==> src/rtl/ifetch_unit_if.sv <==
// Instruction-memory read bus between the fetch unit (master) and memory (slave).
// The request is held until the memory returns an ack with the instruction word.
interface ifetch_unit_if;
  logic        imem_req;
  logic [31:0] imem_addr;
  logic        imem_ack;
  logic [31:0] imem_rdata;

  modport master (
    output imem_req,
    output imem_addr,
    input  imem_ack,
    input  imem_rdata
  );

  modport slave (
    input  imem_req,
    input  imem_addr,
    output imem_ack,
    output imem_rdata
  );
endinterface

==> src/rtl/ifetch_unit.sv <==
// Two-state instruction fetch unit: fetches the word at pc and presents its decoded fields.
// Fields are held while stalled; the PC then advances, or takes a branch on branch && zero.
module ifetch_unit #(
  parameter logic [31:0] RESET_PC = 32'h0000_0000
) (
  input  logic                 clk,
  input  logic                 rst_n,
  ifetch_unit_if.master        imem,
  input  logic                 stall,
  input  logic                 branch,
  input  logic                 zero,
  output logic [5:0]           op,
  output logic [5:0]           func,
  output logic [4:0]           rs,
  output logic [4:0]           rt,
  output logic [4:0]           rd,
  output logic [15:0]          imm,
  output logic                 inst_valid,
  output logic [31:0]          pc_out
);

  typedef enum logic {
    FETCH = 1'b0,
    ISSUE = 1'b1
  } state_t;

  state_t      r_state;
  state_t      w_state_nxt;
  logic [31:0] r_pc;
  logic [31:0] w_pc_nxt;
  logic [31:0] r_ir;
  logic [31:0] w_ir_nxt;
  logic [31:0] w_offset;
  logic [31:0] w_next_pc;

  // Branch offset is a word offset, so the sign-extended immediate is scaled by 4.
  assign w_offset  = (branch && zero) ? {{14{r_ir[15]}}, r_ir[15:0], 2'b00} : 32'h0000_0000;
  assign w_next_pc = r_pc + 32'd4 + w_offset;

  always_ff @(posedge clk or negedge rst_n) begin
    if (!rst_n) begin
      r_state <= FETCH;
      r_pc    <= RESET_PC;
      r_ir    <= 32'h0000_0000;
    end else begin
      r_state <= w_state_nxt;
      r_pc    <= w_pc_nxt;
      r_ir    <= w_ir_nxt;
    end
  end

  always_comb begin
    w_state_nxt   = r_state;
    w_pc_nxt      = r_pc;
    w_ir_nxt      = r_ir;
    imem.imem_req = 1'b0;
    inst_valid    = 1'b0;
    unique case (r_state)
      FETCH: begin
        imem.imem_req = 1'b1;
        if (imem.imem_ack) begin
          w_ir_nxt    = imem.imem_rdata;
          w_state_nxt = ISSUE;
        end
      end
      ISSUE: begin
        inst_valid = 1'b1;
        if (!stall) begin
          w_pc_nxt    = w_next_pc;
          w_state_nxt = FETCH;
        end
      end
      default: begin
        w_state_nxt = FETCH;
      end
    endcase
  end

  assign imem.imem_addr = r_pc;
  assign pc_out         = r_pc;
  assign op             = r_ir[31:26];
  assign rs             = r_ir[25:21];
  assign rt             = r_ir[20:16];
  assign rd             = r_ir[15:11];
  assign imm            = r_ir[15:0];
  assign func           = r_ir[5:0];

endmodule

==> src/flat_wrapper.sv <==
// flat-port wrapper written by rule: the top's interface ports become plain ports
module ifetch_unit_flat 
#(
  parameter logic [31:0] RESET_PC = 32'h0000_0000
)
  (clk, rst_n, stall, branch, zero, op, func, rs, rt, rd, imm, inst_valid, pc_out, imem_imem_req, imem_imem_addr, imem_imem_ack, imem_imem_rdata);
  ifetch_unit_if imem_i ();
  input  logic clk;
  input  logic rst_n;
  input  logic stall;
  input  logic branch;
  input  logic zero;
  output logic [5:0] op;
  output logic [5:0] func;
  output logic [4:0] rs;
  output logic [4:0] rt;
  output logic [4:0] rd;
  output logic [15:0] imm;
  output logic inst_valid;
  output logic [31:0] pc_out;
  output wire logic [$bits(imem_i.imem_req)-1:0] imem_imem_req;
  output wire logic [$bits(imem_i.imem_addr)-1:0] imem_imem_addr;
  input wire logic [$bits(imem_i.imem_ack)-1:0] imem_imem_ack;
  input wire logic [$bits(imem_i.imem_rdata)-1:0] imem_imem_rdata;
  assign imem_imem_req = imem_i.imem_req;
  assign imem_imem_addr = imem_i.imem_addr;
  assign imem_i.imem_ack = imem_imem_ack;
  assign imem_i.imem_rdata = imem_imem_rdata;
  ifetch_unit #(.RESET_PC(RESET_PC)) u_core (.clk(clk), .rst_n(rst_n), .imem(imem_i), .stall(stall), .branch(branch), .zero(zero), .op(op), .func(func), .rs(rs), .rt(rt), .rd(rd), .imm(imm), .inst_valid(inst_valid), .pc_out(pc_out));
endmodule
==> config.mk <==
export PLATFORM = sky130hd
export DESIGN_NAME = ifetch_unit_flat
export DESIGN_NICKNAME = d
export VERILOG_FILES = /design/src/rtl/ifetch_unit_if.sv /design/src/rtl/ifetch_unit.sv /design/src/flat_wrapper.sv
export SDC_FILE = /design/constraint.sdc
export NUM_CORES = 1
export LEC_CHECK = 0
export CELL_PAD_IN_SITES_DETAIL_PLACEMENT = 1
export CELL_PAD_IN_SITES_GLOBAL_PLACEMENT = 2
export CORE_MARGIN = 2
export CORE_UTILIZATION = 28
export CTS_CLUSTER_SIZE = 8
export DETAILED_ROUTE_END_ITERATION = 7
export PLACE_DENSITY = 0.85
export SYNTH_ARGS = -nofsm -noshare
export SYNTH_HDL_FRONTEND = slang
export SYNTH_SLANG_ARGS = --single-unit
==> constraint.sdc <==
create_clock -name clk -period 3.9 [get_ports clk]
set_input_delay 1.17 -clock clk [delete_from_list [all_inputs] [get_ports clk]]
set_output_delay 1.17 -clock clk [all_outputs]
set_load 0.005 [all_outputs]
# == Yosys cells after proc, flatten, opt, wreduce, memory -nomap -nowiden ==
# Index checks and enable logic that the tools add are counted.
# word_totals
regBits,65
latchBits,0
ram_bits,0
mem_bits_ro,0
input_bits,38
out_inout_bits,109
elab_cells,16
n_memories,0
# classes
n_addsub,2
multipliers,0
n_div,0
n_lt_le_gt_ge,0
eq_ne,0
n_shift,0
muxes,6
n_bitwise,2
reduce_logical,3
# ops
op,count
32-bit by 3-bit adder with 32-bit output (second input constant),1
32-bit adder,1
32-bit 2-to-1 mux,1
1-bit 2-to-1 mux,4
2-bit AND reduction,2
1-bit NOT,2
1-bit one-hot mux with 2 select lines,1
1-bit logical AND,1

# == Longest topological paths before layout ==
# depth
depth_word,3
depth_mapped,13

# == Worst setup path after synthesis ==
# OpenSTA, ideal clock, no wires.
# synth_path
kind,input to register
from,input port branch
to,register u_core.r_pc[29] (netlist: u_core.imem.imem_addr[29])
setup_time_ns,0.087
t_arrival_ns,3.777
required_time_ns,3.813
path_slack_ns,0.037
stages,12
path_buffers,1
cell_sequence,clkbuf_1 and3_1 ha_1 ha_1 fa_1 a211oi_1 o211ai_1 a32oi_1 and3_1 nor2_1 a211o_1 o211ai_1
# synth_via
elab_chain_len,3
# synth_lines
item,line_no,text
from (decl),flat_wrapper.sv:11,input logic branch;
1-bit logical AND,ifetch_unit.sv:37,"assign w_offset = (branch && zero) ? {{14{r_ir[15]}}, r_ir[15:0], 2'b00} : 32'h0000_0000;"
32-bit 2-to-1 mux,ifetch_unit.sv:37,
32-bit adder,ifetch_unit.sv:38,assign w_next_pc = r_pc + 32'd4 + w_offset;
to (signal assigned),ifetch_unit.sv:47,r_pc <= w_pc_nxt;
to (decl),ifetch_unit.sv:29,logic [31:0] r_pc;
# No other way between the ends.
# A chain may end at the register's enable or synchronous reset.

# == Worst setup path after layout ==
# layout_path
from,input port branch
to,register u_core.r_pc[31] (netlist: u_core.imem.imem_addr[31])
# The elaborated chain is that of the path after synthesis.

==> run_results.csv <==
group,metric,value,unit
timing,finalSetupViolCount,0,
global_routing,use_met3,3.44,%
logic_synthesis,synth-edff-count,0,
pwr,power.leakage,3.21,nW
timing,rsz0062_at_grt,"false",
critical_path,worstSetupPathType,"in2reg",
clocking,cts_tree,"yes",
global_routing,grt_use_met2,29.5,%
clocking,numCtsBuffers,9,
critical_path,crit_end,"u_core.imem.imem_addr[31]",
timing,slew_violations,0,
logic_synthesis,yosysMostFrequentCell,"dfrtp_1",
logic_synthesis,postSynthCellCount,494,
timing,hold_violations,0,
die,die_w,134,µm
status,outcome,"complete, no violations",
die,start_util,28.6,%
critical_path,reg2regPathDepth,12,
logic_synthesis,ys_seq_elements,63,
critical_path,slowest_delay,0.32,ns
critical_path,crit_start,"branch",
die,rows,47,
clocking,cts.path.max_buffers,2,
clocking,cts_root_buf,"clkbuf_16",
logic_synthesis,ys_types,58,
logic_synthesis,yosysTopAreaCell,"dfrtp_1",
die,die_y,134,µm
timing,finalCritPeriodShare,91.4,%
finish,finalNonFillerCells,901,
logic_synthesis,yosysWarnings,0,
drt,wl_per_cell,16.1,µm
timing,setup_tns,0,ns
die,die_area,17900,µm²
pwr,power,0.00452,W
global_routing,grt_busiest_layer,"met2",
finish,seq_area,1580,µm²
critical_path,regToRegEndpoint,"u_core.imem.imem_addr[17]",
clocking,clk_pin_slew,0.06,ns
clocking,clock_latency,0.34,ns
die,ios,147,
global_routing,use_met1,18.9,%
worst_hold_path,hold_class,"reg2reg",
finish,drive_gt1_share,26.1,%
logic_synthesis,ys_seq_area_share,33.4,%
critical_path,worstPathCellList,"dlymetal6s2s_1, buf_4, and3_1, ha_1, ha_4, nand4_4, nor4_2, a32oi_1, buf_4, and3_4, o31ai_2, mux2i_1, o21ai_1",
finish,fill_cells,1874,
critical_path,crit_top_cell,"buf_4",
logic_synthesis,synth_commonest_cells,"dfrtp_1 (63), nand2_1 (53), buf_4 (45)",
global_routing,grt_pass1_wl,23400,µm
critical_path,reg2reg_slack,0.96,ns
global_routing,grt_max_degree,36,
critical_path,cp_slowest_cell,"ha_1",
critical_path,worstPathMaxFanout,5,
placement,portBuffers,142,
placement,hpwlAfterDp,11300,µm
global_routing,antenna_found_initial,0,
pwr,ir_worst_vdd,0.000272,V
drt,drt_iter0_drc,85,
die,coreArea,16500,µm²
drt,first_pass_iters,4,
timing,slew_headroom,57.2,%
finish,syn2layout_area_growth,50.8,%
drt,avgViaCountPerCell,4.82,
global_routing,grt_usage,16.2,%
timing,fin_worst_skew,0.00604,ns
logic_synthesis,synth.top_cell.area_share,33.4,%
clocking,cts.sinks,63,
critical_path,required,4.12,ns
pwr,p_per_area,634,nW/µm²
critical_path,setup.worst_path.start_class,"primary input",
logic_synthesis,syn_area,4730,µm²
drt,ant_nets,0,
drt,drc,0,
placement,placedCellCount,883,
drt,drt_wl_total,14500,µm
job,maxCapViolCount,0,
timing,worstMarginPinSlew,0.643,ns
timing,period_needed,3.56,ns
finish,antenna_cells,0,
critical_path,crit_path_end_kind,"register",
finish,multi_input_area,2900,µm²
global_routing,overflow,0,
logic_synthesis,synth.avg_cell_area,9.57,µm²
critical_path,crit_arrival,3.78,ns
placement,gp_congestion,0.875,
global_routing,grt_pass1_vias,4730,
finish,finalCoreUtilization,43.1,%
timing,clock.fmax,281,MHz
logic_synthesis,synth-main-ff-cell,"dfrtp_1",
logic_synthesis,synthTopCellsByArea,"dfrtp_1 (33%), ha_1 (11%), mux2_2 (7.6%)",
finish,nets,758,
drt,num_vias,4341,
logic_synthesis,synthArstFlopShare,100,%
clocking,htreeDepth,3,
critical_path,r2r-start,"u_core.r_ir[1]",
clocking,postCtsHoldBufs,0,
-- layout make-up --
| type | instances | share of cell area, % |
|---|---|---|
| multi-input cells | 365 | 40.6 |
| repair buffers | 229 | 29.1 |
| flip-flops and latches | 63 | 22.1 |
| well taps | 220 | 3.86 |
| clock buffers | 10 | 3.21 |
| clock inverters | 6 | 0.667 |
| inverters | 8 | 0.421 |
-- worst min-delay path by stage --
stage	slack, ns	endpoint	cells after the start	startpoint
floorplan	0.51	u_core.r_ir[22]	1	u_core.r_ir[22]
global placement	0.49	u_core.r_ir[28]	1	u_core.r_ir[28]
detailed placement	0.50	u_core.r_ir[25]	1	u_core.r_ir[25]
CTS	0.51	u_core.r_ir[25]	1	u_core.r_ir[25]
global route	0.52	u_core.r_ir[28]	1	u_core.r_ir[28]
finish	0.51	u_core.r_ir[25]	1	u_core.r_ir[25]
-- sequential cells by signal, indices dropped and copies added (netlist names) --
register,cells
u_core.r_ir,32
u_core.r_state,1
u_core.imem.imem_addr,30
-- where the power goes --
part / leakage [nW] / internal, W / total (W) / switching [W]
sequential: 0.766 / 0.000874 / 0.00114 / 0.000268
combinational: 2.31 / 0.00155 / 0.00262 / 0.00107
clock: 0.133 / 0.000433 / 0.000758 / 0.000325
total: 3.21 / 0.00286 / 0.00452 / 0.00166
-- critical path, delay by kind of cell --
kind,cells,cell delay (ns)
AND/OR/NAND/NOR,4,0.74
adder cells (fa/ha/maj),2,0.64
buffers and inverters,3,0.50
AO/OA/AOI/OAI,3,0.48
multiplexers,1,0.24
-- metrics by stage --
step | worst slack (ns) | instance area [µm²] | hold WS (ns)
2_1_floorplan | 0.0366 | 4740 | 0.505
3_3_place_gp | -0.472 | 6640 | 0.491
3_5_place_dp | -0.561 | 6640 | 0.495
4_1_cts | -0.00373 | 7000 | 0.509
5_1_grt | 0.200 | 7130 | 0.525
6_report | 0.337 | 7130 | 0.507
-- logic make-up (layout without fill, tap and decap cells) --
kind of cell	Yosys count	after routing	share of synthesized area, %
compound gates	111	111	15.9
xor+xnor	30	30	5.56
fa+ha+maj	44	44	11.8
buf+inv	69	253	9.80
flops	63	63	33.4
mux	34	34	8.05
other cells	1	4	0.0794
simple gates	142	142	15.4
-- per-layer routing --
| layer | routed length (µm) | vias to the layer above |
|---|---|---|
| met5 | 0 | - |
| met4 | 217 | 0 |
| met3 | 500 | 19 |
| met2 | 7620 | 92 |
| met1 | 6150 | 2141 |
| li1 | - | 2089 |
-- what timing repair did --
item                       CTS  global route
setup buffers                1             1
resized for setup           14            18
setup endpoints to repair   12            14
pin swaps                    5             6
-- layout by cell type, fill, tap and decap left out, types with 14 or more instances in the layout --
| cell type | netlist | final |
|---|---|---|
| a21oi_1 | 25 | 22 |
| and2_1 | 14 | 14 |
| and3_1 | 18 | 16 |
| buf_4 | 45 | 87 |
| clkdlybuf4s50_1 | 0 | 139 |
| dfrtp_1 | 63 | 63 |
| ha_1 | 43 | 34 |
| mux2_2 | 32 | 32 |
| nand2_1 | 53 | 53 |
| nor2_1 | 20 | 19 |
| o21ai_0 | 17 | 17 |
| xnor2_1 | 21 | 21 |
Note: power is estimated with default switching activity, not from simulation.
